### src/rtl/muldiv_unit_pkg.sv
// Shared types and constants for the iterative multiply/divide unit.
// Holds the op encodings, HI/LO access encodings and the unit's FSM state type.
package mips_md_pkg;

  localparam int MD_WIDTH = 32;

  typedef enum logic [1:0] {
    MULT  = 2'b00,
    MULTU = 2'b01,
    DIV   = 2'b10,
    DIVU  = 2'b11
  } md_op_t;

  typedef enum logic [2:0] {
    NONE = 3'b000,
    MFHI = 3'b001,
    MFLO = 3'b010,
    MTHI = 3'b011,
    MTLO = 3'b100
  } hilo_op_t;

  typedef enum logic {
    IDLE = 1'b0,
    BUSY = 1'b1
  } md_state_t;

  // Unused encodings 101..111 collapse to NONE so they never stall or write.
  function automatic hilo_op_t decode_hilo(input logic [2:0] raw);
    hilo_op_t res;
    case (raw)
      3'b001:  res = MFHI;
      3'b010:  res = MFLO;
      3'b011:  res = MTHI;
      3'b100:  res = MTLO;
      default: res = NONE;
    endcase
    return res;
  endfunction

endpackage

### src/rtl/muldiv_unit_if.sv
// Execute-stage bundle between the pipeline and the multiply/divide unit.
// Handshake: MdStartE is a one-cycle request that is accepted only while MdBusy=0; while MdStallE=1 the pipeline holds E unchanged.
interface muldiv_unit_if #(
  parameter int WIDTH = mips_md_pkg::MD_WIDTH
);

  logic                   MdStartE;
  logic [1:0]             MdOpE;
  logic [2:0]             HiLoOpE;
  logic [WIDTH-1:0]       SrcAE;
  logic [WIDTH-1:0]       SrcBE;
  logic [WIDTH-1:0]       HiLoOutE;
  logic                   MdStallE;
  logic                   MdBusy;
  mips_md_pkg::md_state_t MdState;

  modport master (
    output MdStartE, MdOpE, HiLoOpE, SrcAE, SrcBE,
    input  HiLoOutE, MdStallE, MdBusy, MdState
  );

  modport slave (
    input  MdStartE, MdOpE, HiLoOpE, SrcAE, SrcBE,
    output HiLoOutE, MdStallE, MdBusy, MdState
  );

endinterface

### src/rtl/muldiv_unit_iter_core.sv
// Per-cycle unsigned datapath: shift-add multiply or restoring divide, one bit per cycle.
// Operates on magnitudes only; sign handling lives in the parent.
module md_iter_core #(
  parameter int WIDTH = 32
) (
  input  logic             clk_i,
  input  logic             reset_n_i,
  input  logic             start_i,
  input  logic             busy_i,
  input  logic             is_div_i,
  input  logic [WIDTH-1:0] a_i,
  input  logic [WIDTH-1:0] b_i,
  output logic             done_o,
  output logic [WIDTH-1:0] res_hi_o,
  output logic [WIDTH-1:0] res_lo_o
);

  localparam int CNT_W = $clog2(WIDTH);
  localparam logic [CNT_W-1:0] CNT_LAST = CNT_W'(WIDTH - 1);

  // acc holds product-high / partial remainder; shf holds multiplier-then-product-low / dividend-then-quotient
  logic [WIDTH-1:0] acc_q, acc_d;
  logic [WIDTH-1:0] shf_q, shf_d;
  logic [WIDTH-1:0] opb_q, opb_d;
  logic [CNT_W-1:0] cnt_q, cnt_d;

  logic [WIDTH:0]   mul_sum;
  logic [WIDTH:0]   div_shift;
  logic             div_ok;
  logic [WIDTH-1:0] div_rem;
  logic [WIDTH-1:0] step_hi;
  logic [WIDTH-1:0] step_lo;

  always_comb begin
    mul_sum   = {1'b0, acc_q} + (shf_q[0] ? {1'b0, opb_q} : '0);
    div_shift = {acc_q, shf_q[WIDTH-1]};
    // A set top bit already exceeds any W-bit divisor; the W-bit difference is exact whenever div_ok.
    div_ok    = div_shift[WIDTH] | (div_shift[WIDTH-1:0] >= opb_q);
    div_rem   = div_shift[WIDTH-1:0] - opb_q;
    if (is_div_i) begin
      step_hi = div_ok ? div_rem : div_shift[WIDTH-1:0];
      step_lo = {shf_q[WIDTH-2:0], div_ok};
    end else begin
      step_hi = mul_sum[WIDTH:1];
      step_lo = {mul_sum[0], shf_q[WIDTH-1:1]};
    end
  end

  always_comb begin
    acc_d = acc_q;
    shf_d = shf_q;
    opb_d = opb_q;
    cnt_d = cnt_q;
    if (start_i) begin
      acc_d = '0;
      shf_d = a_i;
      opb_d = b_i;
      cnt_d = '0;
    end else if (busy_i) begin
      acc_d = step_hi;
      shf_d = step_lo;
      cnt_d = (cnt_q == CNT_LAST) ? '0 : cnt_q + 1'b1;
    end
  end

  always_ff @(posedge clk_i) begin
    if (!reset_n_i) begin
      acc_q <= '0;
      shf_q <= '0;
      opb_q <= '0;
      cnt_q <= '0;
    end else begin
      acc_q <= acc_d;
      shf_q <= shf_d;
      opb_q <= opb_d;
      cnt_q <= cnt_d;
    end
  end

  assign done_o   = busy_i & (cnt_q == CNT_LAST);
  assign res_hi_o = step_hi;
  assign res_lo_o = step_lo;

endmodule

### src/rtl/muldiv_unit.sv
// Execute-stage multiply/divide unit owning HI/LO: FSM, sign fixup, HI/LO access and stall request.
// Results land in HI/LO on the same edge as the last datapath iteration.
module muldiv_unit
  import mips_md_pkg::*;
#(
  parameter int WIDTH = MD_WIDTH
) (
  input  logic          clk,
  input  logic          reset_n,
  muldiv_unit_if.slave  bus
);

  md_state_t        state_q, state_d;
  logic [WIDTH-1:0] hi_q, hi_d;
  logic [WIDTH-1:0] lo_q, lo_d;
  logic             neg_res_q, neg_res_d;
  logic             neg_rem_q, neg_rem_d;
  logic             is_div_q, is_div_d;

  hilo_op_t         hilo_op;
  md_op_t           op;
  logic             op_signed;
  logic             op_div;
  logic             a_neg;
  logic             b_neg;
  logic [WIDTH-1:0] a_mag;
  logic [WIDTH-1:0] b_mag;
  logic             start_acc;
  logic             busy;
  logic             core_done;
  logic [WIDTH-1:0] raw_hi;
  logic [WIDTH-1:0] raw_lo;
  logic [2*WIDTH-1:0] prod;
  logic [2*WIDTH-1:0] prod_fix;

  assign hilo_op   = decode_hilo(bus.HiLoOpE);
  assign op        = md_op_t'(bus.MdOpE);
  assign op_signed = (op == MULT) | (op == DIV);
  assign op_div    = (op == DIV) | (op == DIVU);
  assign a_neg     = op_signed & bus.SrcAE[WIDTH-1];
  assign b_neg     = op_signed & bus.SrcBE[WIDTH-1];
  // Unsigned magnitude keeps the most-negative operand representable without overflow.
  assign a_mag     = a_neg ? -bus.SrcAE : bus.SrcAE;
  assign b_mag     = b_neg ? -bus.SrcBE : bus.SrcBE;
  assign start_acc = (state_q == IDLE) & bus.MdStartE;

  md_iter_core #(
    .WIDTH(WIDTH)
  ) u_core (
    .clk_i     (clk),
    .reset_n_i (reset_n),
    .start_i   (start_acc),
    .busy_i    (busy),
    .is_div_i  (is_div_q),
    .a_i       (a_mag),
    .b_i       (b_mag),
    .done_o    (core_done),
    .res_hi_o  (raw_hi),
    .res_lo_o  (raw_lo)
  );

  always_ff @(posedge clk) begin
    if (!reset_n) state_q <= IDLE;
    else          state_q <= state_d;
  end

  always_comb begin
    state_d = state_q;
    case (state_q)
      IDLE:    if (bus.MdStartE) state_d = BUSY;
      BUSY:    if (core_done)    state_d = IDLE;
      default: state_d = IDLE;
    endcase
  end

  always_comb begin
    busy = 1'b0;
    if (state_q == BUSY) busy = 1'b1;
  end

  assign bus.MdBusy   = busy;
  assign bus.MdStallE = busy & (bus.MdStartE | (hilo_op != NONE));
  assign bus.MdState  = state_q;

  always_comb begin
    bus.HiLoOutE = '0;
    case (hilo_op)
      MFHI:    bus.HiLoOutE = hi_q;
      MFLO:    bus.HiLoOutE = lo_q;
      default: bus.HiLoOutE = '0;
    endcase
  end

  assign prod     = {raw_hi, raw_lo};
  assign prod_fix = neg_res_q ? -prod : prod;

  // A start in IDLE takes priority over a simultaneous MTHI/MTLO, which is dropped.
  always_comb begin
    hi_d      = hi_q;
    lo_d      = lo_q;
    neg_res_d = neg_res_q;
    neg_rem_d = neg_rem_q;
    is_div_d  = is_div_q;
    if (start_acc) begin
      neg_res_d = a_neg ^ b_neg;
      neg_rem_d = a_neg;
      is_div_d  = op_div;
    end else if (core_done) begin
      if (is_div_q) begin
        lo_d = neg_res_q ? -raw_lo : raw_lo;
        hi_d = neg_rem_q ? -raw_hi : raw_hi;
      end else begin
        hi_d = prod_fix[2*WIDTH-1:WIDTH];
        lo_d = prod_fix[WIDTH-1:0];
      end
    end else if (state_q == IDLE) begin
      if (hilo_op == MTHI) hi_d = bus.SrcAE;
      if (hilo_op == MTLO) lo_d = bus.SrcAE;
    end
  end

  always_ff @(posedge clk) begin
    if (!reset_n) begin
      hi_q      <= '0;
      lo_q      <= '0;
      neg_res_q <= 1'b0;
      neg_rem_q <= 1'b0;
      is_div_q  <= 1'b0;
    end else begin
      hi_q      <= hi_d;
      lo_q      <= lo_d;
      neg_res_q <= neg_res_d;
      neg_rem_q <= neg_rem_d;
      is_div_q  <= is_div_d;
    end
  end

endmodule

### src/flat_wrapper.sv
// flat-port wrapper written by rule: the top's interface ports become plain ports
module muldiv_unit_flat import mips_md_pkg::*;
#(
  parameter int WIDTH = MD_WIDTH
)
  (clk, reset_n, bus_MdStartE, bus_MdOpE, bus_HiLoOpE, bus_SrcAE, bus_SrcBE, bus_HiLoOutE, bus_MdStallE, bus_MdBusy, bus_MdState);
  muldiv_unit_if #(.WIDTH(WIDTH)) bus_i ();
  input  logic clk;
  input  logic reset_n;
  input wire logic [$bits(bus_i.MdStartE)-1:0] bus_MdStartE;
  input wire logic [$bits(bus_i.MdOpE)-1:0] bus_MdOpE;
  input wire logic [$bits(bus_i.HiLoOpE)-1:0] bus_HiLoOpE;
  input wire logic [$bits(bus_i.SrcAE)-1:0] bus_SrcAE;
  input wire logic [$bits(bus_i.SrcBE)-1:0] bus_SrcBE;
  output wire logic [$bits(bus_i.HiLoOutE)-1:0] bus_HiLoOutE;
  output wire logic [$bits(bus_i.MdStallE)-1:0] bus_MdStallE;
  output wire logic [$bits(bus_i.MdBusy)-1:0] bus_MdBusy;
  output wire logic [$bits(bus_i.MdState)-1:0] bus_MdState;
  assign bus_i.MdStartE = bus_MdStartE;
  assign bus_i.MdOpE = bus_MdOpE;
  assign bus_i.HiLoOpE = bus_HiLoOpE;
  assign bus_i.SrcAE = bus_SrcAE;
  assign bus_i.SrcBE = bus_SrcBE;
  assign bus_HiLoOutE = bus_i.HiLoOutE;
  assign bus_MdStallE = bus_i.MdStallE;
  assign bus_MdBusy = bus_i.MdBusy;
  assign bus_MdState = bus_i.MdState;
  muldiv_unit #(.WIDTH(WIDTH)) u_core (.clk(clk), .reset_n(reset_n), .bus(bus_i));
endmodule
### config.mk
export PLATFORM = sky130hd
export DESIGN_NAME = muldiv_unit_flat
export DESIGN_NICKNAME = d
export VERILOG_FILES = /design/src/rtl/muldiv_unit_pkg.sv /design/src/rtl/muldiv_unit_if.sv /design/src/rtl/muldiv_unit_iter_core.sv /design/src/rtl/muldiv_unit.sv /design/src/flat_wrapper.sv
export SDC_FILE = /design/constraint.sdc
export NUM_CORES = 1
export LEC_CHECK = 0
export ABC_AREA = 1
export CAP_MARGIN = 10
export CORE_MARGIN = 3
export CORE_UTILIZATION = 25
export CTS_CLUSTER_SIZE = 30
export DETAILED_ROUTE_END_ITERATION = 12
export PLACE_DENSITY = 0.39
export SLEW_MARGIN = 20
export SYNTH_ARGS = -nofsm -noshare
export SYNTH_HDL_FRONTEND = slang
export SYNTH_HIERARCHICAL = 1
export SYNTH_SLANG_ARGS = --single-unit
### constraint.sdc
create_clock -name clk -period 6.4 [get_ports clk]
set_input_delay 1.28 -clock clk [delete_from_list [all_inputs] [get_ports clk]]
set_output_delay 1.28 -clock clk [all_outputs]
set_load 0.01 [all_outputs]
==> results of run 1 <==
==> power by group through the flow <==
| stage | logic [W] | clock network (W) | registers [W] |
|---|---|---|---|
| after detailed placement | 0.00189 | 0 | 0.00120 |
| after floorplan | 0.00130 | 0 | 0.00117 |
| after CTS | 0.00190 | 0.00117 | 0.00118 |
| final | 0.00193 | 0.00113 | 0.00118 |
| after global placement | 0.00190 | 0 | 0.00120 |
| after global routing | 0.00213 | 0.00121 | 0.00119 |
==> worst register-to-register path: stages (launching register included) <==
cell and delay (ps):
dfxtp_1 330, inv_1 150, ha_1 280, fa_1 450, inv_1 120, nand3_1 80, nand2_2 150, nand2_1 80
nand2_2 120, nand2_2 90, nand3_2 80, nand2_4 240, nand2_8 350, nand2_1 90, nand3_1 100, nand2_1 120
inv_1 190, ha_1 230, nand2_1 210, inv_2 120, nand2_1 60, nand2_1 60, nand2_1 150, inv_1 210
o211ai_1 130, nand3_1 130, nand3_1 190, a21oi_1 200
==> how the worst min path moves through the flow <==
stage	end	from	cells past startpoint	slack (ps)
2_1_floorplan	u_core/u_core/cnt_q[4]$_SDFFE_PP0P_	u_core/u_core/cnt_q[4]$_SDFFE_PP0P_	2	450
3_3_place_gp	u_core/u_core/cnt_q[4]$_SDFFE_PP0P_	u_core/u_core/cnt_q[4]$_SDFFE_PP0P_	2	450
3_5_place_dp	u_core/u_core/cnt_q[4]$_SDFFE_PP0P_	u_core/u_core/cnt_q[4]$_SDFFE_PP0P_	2	460
4_1_cts	u_core/u_core/cnt_q[4]$_SDFFE_PP0P_	u_core/u_core/cnt_q[4]$_SDFFE_PP0P_	2	470
5_1_grt	u_core/u_core/cnt_q[4]$_SDFFE_PP0P_	u_core/u_core/cnt_q[4]$_SDFFE_PP0P_	2	510
6_report	u_core/neg_rem_q$_SDFFE_PN0P_	u_core/neg_rem_q$_SDFFE_PN0P_	2	470
==> per-layer routing <==
metal  vias up  track usage [%]  routed length [µm]
li1      10400                -                   -
met1      9939            34.33               43250
met2       675            34.31               37040
met3        45            2.852                5316
met4         2            4.093                1117
met5         -                0                  13
==> synth_stat cells (16+ instances only) <==
master / number / area share [%]
nand3b_1: 20 / 0.83
a21oi_1: 197 / 5.5
a32o_1: 32 / 1.8
dfxtp_1: 169 / 19
nand2_2: 22 / 0.76
nand4_1: 21 / 0.73
nor2_2: 18 / 0.62
a31oi_1: 41 / 1.4
nor2_1: 357 / 7.4
xor2_1: 61 / 3.0
ha_1: 70 / 4.9
nand2_1: 975 / 20
clkbuf_1: 75 / 1.6
nand3_1: 297 / 8.2
inv_1: 461 / 9.6
buf_2: 18 / 0.50
nor3_1: 22 / 0.61
xnor2_1: 16 / 0.78
o21ai_0: 206 / 5.7
==> registers in the layout, indices dropped and copies added, names as in the netlist, 5 cells and up <==
name,count
u_core/u_core/cnt_q,5
u_core/hi_q,32
u_core/lo_q,32
u_core/u_core/opb_q,32
u_core/u_core/acc_q,32
u_core/u_core/shf_q,32
==> cells by family (layout without fill, tap and decap cells) <==
logic type	count (synthesis)	in the layout	synth area share (%)
adders and majority gates	72	72	5.081
other	0	1	0
buffers and inverters	598	650	13.26
and+or+nand+nor	1796	1796	42.72
xor gates and xnor gates	77	77	3.741
DFF	169	169	18.77
AOI/OAI and AO/OA	517	517	16.43
==> stage by stage <==
stage | hold WS, ps | cell area [µm²]
floorplan | 445.2 | 18030
global placement | 451.7 | 19920
detailed placement | 459.3 | 19920
CTS | 472.4 | 20550
global route | 508.4 | 20550
finish | 473.8 | 20550
==> final cells by class <==
class | count | area [µm²]
diodes | 1 | 2.502
flip-flops and latches | 169 | 3387
inverters | 481 | 1805
multi-input cells | 2462 | 12270
fillers | 8195 | 50200
repair buffers | 137 | 1289
clock buffers | 17 | 425.4
clock inverters | 15 | 197.7
well taps | 940 | 1176
==> reports/metrics.cfg, run 1 <==
[critical_path]
cp_top_family=buffers and inverters
cp.required_ps=5120
path_cells=clkdlybuf4s50_1 -> clkinv_1 -> buf_4 -> nor2_1 -> nand2_1 -> inv_1 -> a32o_1 -> clkdlybuf4s50_1
crit_path_end_kind=output port
cpPeakStageDelay_ps=690
cp_slowest_cell=inv_1
rr_startpoint=u_core/u_core/shf_q[31]$_SDFFE_PN0P_
critPathLaunch=bus_HiLoOpE[0]
r2r_cells=27
startpoint_type=input port
setup.worst_path.end=bus_HiLoOutE[29]
crit_cells=8
cp_max_fo=34
r2r_slack_ps=1650
critical_path_class=in2out
cp.arrival_ps=3870
r2r-end=u_core/hi_q[30]$_SDFFE_PN0P_
path_buf_inv=5
crit_top_cell=clkdlybuf4s50_1

[sta]
rsz0062_at_grt=false
timing.final.ws_setup_ps=1246
period_needed_ps=5154
tns_ps=0
setup_violations=0
skew_ps=19.16
slew_violations=0
slew_headroom_pct=19.11
fmax_mhz=194.0
tightest_slew_ps=1201
hold_viol=0
finalCritPeriodShare_pct=80.52

[place]
dpl.hpwl_mm=70.97
port_buffers=106
post-place-ws_ps=1269
dp.cells=4189
gp_congestion=0.9287

[final_layout]
final_common_cell=nand2_1
layout_common_cells=975 x nand2_1, 459 x inv_1, 354 x nor2_1
synthToLayoutAreaGrowth_pct=14.01
final_util_pct=29.05
drive_gt1_share_pct=5.669
nets=3412
instances_no_fill=4222

[global_route]
grt_pass1_vias=19380
grt_max_degree=99
grt_first_pass_wirelength_mm=127.3
grt-ovfl-total=0
track_usage_pct=22.69
antenna_found_initial=2

[power_and_ir_drop]
sw_frac_of_total_pct=47.93
comb_power_share_pct=45.5
pwr-share-clk_pct=26.6
p_leak_nw=9.984
power.switching_w=0.002028
peakVddDrop_uv=181.1
power.internal_w=0.002204
power_density_nw_per_um2=205.9
p_seq_share_pct=27.8
power.total_w=0.004233

[route]
drt_iter0_markers=1955
first_pass_iters=5
drc=0
avgViaCountPerCell=4.988
wl_per_cell_um=20.55
ant_nets=0
routed_wl_mm=86.74
vias=21060

[floorplanning]
ioPinCount=107
dieWidth_um=274.5
die-area_um2=75370
row_count=97
initial_core_util_pct=25.48
fp.coreArea_um2=70760
die_h_um=274.5

[cts]
cts.sinks=169
cts-root-buf=clkbuf_16
ctsResizeCount=0
cts_setup_buffers=0
clk_pin_slew_ps=90
cts.htree.levels=4
clockBufferDepth=2
cts_tree=done
cts_made_buffers=17
worstSkewPairLatency_ps=500
cts_hold_buf=0

[logic_synthesis]
syn_inst=3229
yosysWarningCount=6
syn_avg_cell_area_um2=5.583
netlist_area_um2=18030
synthFlopType=dfxtp_1
synth-edff-count=0
synth_cell_types=53
async_flop_share_pct=0
syn-num-nets=3373
yosysSeqAreaShare_pct=18.77
ys_ff_latch=169

[worst_hold_path]
min_path_type=reg2reg

[status]
outcome=finished, final reports clean

[flow_run]
max-cap-violations=0

No activity file was read; power rests on OpenSTA's default activity.
==> run 2, diff against run 1 <==
Clock period 6.4 ns to 4.83 ns, I/O delays scaled along.
==> run 2 against run 1 <==
Design area increased by 0.97%. Wire length rose by 5.8%. Global-route usage rose by 1.3 points. Sequential share of layout area down 0.16 points. Power rose by 34%. Non-clock buffer count increased by 24. Die area is the same. Worst setup slack worse by 940 ps. Register-to-register slack worse by 1300 ps. Critical path depth is 19 higher. Hold slack gained 7.1 ps. Sequential power is 32% higher. Critical path type is now reg2reg.
==> reports/metrics.cfg, run 2 (same netlist as run 1, synthesis figures left out) <==
[cts]
worstSkewPairLatency_ps=500  ; about the same
cts_hold_buf=0  ; unchanged
cts_tree=done
cts.htree.levels=4  ; unchanged
cts_made_buffers=17  ; unchanged
clockBufferDepth=2  ; unchanged
cts.sinks=169  ; unchanged
ctsResizeCount=0  ; unchanged
cts_setup_buffers=0  ; unchanged
cts-root-buf=clkbuf_16
clk_pin_slew_ps=100  ; about the same

[global_route]
met3_usage_pct=6.000  ; +3.1 points
grt_pass1_vias=19850  ; +2.4%
use_met1_pct=34.68  ; +0.35 points
grt_first_pass_wirelength_mm=132.7  ; +4.2%
met2_usage_pct=35.07  ; +0.75 points
grt_max_degree=69  ; -30%
track_usage_pct=24.02  ; +1.3 points
antenna_found_initial=7  ; +5
grt-ovfl-total=0  ; unchanged
grt.busiest_layer=met2

[final_layout]
drive_gt1_share_pct=6.356  ; +0.69 points
synthToLayoutAreaGrowth_pct=15.12
nets=3436  ; +0.70%
layout_common_cells=975 x nand2_1, 460 x inv_1, 354 x nor2_1
final_util_pct=29.33  ; +0.28 points
fill_cells=8165  ; -0.37%
final_common_cell=nand2_1

[sta]
setup_violations=0  ; unchanged
tightest_slew_ps=1150  ; -50.75 ps
fmax_mhz=221.1
finalCritPeriodShare_pct=93.64
hold_viol=0  ; unchanged
rsz0062_at_grt=false
slew_headroom_pct=22.52  ; +3.4 points
skew_ps=25.87  ; +6.706 ps
tns_ps=0  ; unchanged
slew_violations=0  ; unchanged
period_needed_ps=4523

[critical_path]
cp.required_ps=5260  ; +140 ps
cpPeakStageDelay_ps=450  ; -240 ps
crit_path_end_kind=flip-flop
crit_top_cell=nand2_1
cp_slowest_cell=fa_1
cp.arrival_ps=4960  ; +1090 ps
r2r_slack_ps=310  ; -1340 ps
critical_path_class=reg2reg
cp_max_fo=33  ; -2.9%
startpoint_type=flip-flop

[worst_hold_path]
min_path_type=reg2reg

[floorplanning]
die-area_um2=75370  ; unchanged
fp.coreArea_um2=70760  ; unchanged
die_h_um=274.5  ; unchanged
ioPinCount=107  ; unchanged
dieWidth_um=274.5  ; unchanged
initial_core_util_pct=25.48  ; unchanged
row_count=97  ; unchanged

[place]
gp_congestion=0.9765  ; +5.1%
dpl.hpwl_mm=75.08  ; +5.8%
port_buffers=106  ; unchanged

[route]
routed_wl_mm=91.79  ; +5.8%
ant_nets=0  ; unchanged
wl_per_cell_um=21.62  ; +5.2%
first_pass_iters=6  ; +1
vias=21160  ; +0.48%
drt_iter0_markers=1938  ; -0.87%
drc=0  ; unchanged
avgViaCountPerCell=4.985  ; about the same

[power_and_ir_drop]
peakVddDrop_uv=238.3  ; +32%
power_density_nw_per_um2=274.0  ; +33%
p_leak_nw=10.11  ; +1.3%

[flow_run]
max-cap-violations=0  ; unchanged

[status]
outcome=finished, final reports clean

-- run 2: cell type report --
class                   instances  area, µm²  area share [%]
clock inverters                14      180.2          0.8681
repair buffers                161       1506           7.259
multi-input cells            2462      12270           59.12
well taps                     940       1176           5.667
inverters                     481       1805           8.700
diodes                          1      2.502         0.01206
flip-flops and latches        169       3387           16.32
clock buffers                  17      425.4           2.050
-- run 2: final timing paths --
check / to / depth (start not counted) / startpoint
worst max-delay path: u_core/hi_q[14]$_SDFFE_PN0P_ / 27 / u_core/u_core/shf_q[31]$_SDFFE_PN0P_
worst min-delay path: u_core/u_core/cnt_q[4]$_SDFFE_PP0P_ / 2 / u_core/u_core/cnt_q[4]$_SDFFE_PP0P_
worst max register to register: u_core/hi_q[14]$_SDFFE_PN0P_ / 27 / u_core/u_core/shf_q[31]$_SDFFE_PN0P_
worst min register to register: u_core/u_core/cnt_q[4]$_SDFFE_PP0P_ / 2 / u_core/u_core/cnt_q[4]$_SDFFE_PP0P_
-- run 2: per-layer routing --
metal  vias up  routed length [µm]
li1      10430                   -
met1      9928               43960
met2       717               37930
met3        88                7804
met4         2                2078
met5         -                  13
-- run 2: per-stage QoR --
stage               area, µm²  instances  power [W]  worst slack (ps)  hold slack (ps)
floorplan               18030       3229   0.003269              1623            445.2
global placement        20150       4213   0.004194             430.9            458.1
detailed placement      20150       4213   0.004178             393.2            467.9
CTS                     20750       4244   0.005716             365.7            480.4
global route            20750       4244   0.006064             30.57            505.5
finish                  20750       4245   0.005686             307.1            480.9
-- run 2: worst max-delay path: cells and delay by family, from the launching register on --
kind	cells	cell delay, ps
AO/OA/AOI/OAI	2	340
flip-flops	1	340
buffers and inverters	5	730
AND/OR/NAND/NOR	17	2100
adder cells (fa/ha/maj)	3	920
-- run 2: power by group --
part           total, W  switching [W]  internal [W]
Sequential      0.00156      0.0000835       0.00148
Combinational   0.00262        0.00186      0.000760
Clock           0.00150       0.000767      0.000738
Total           0.00569        0.00271       0.00298
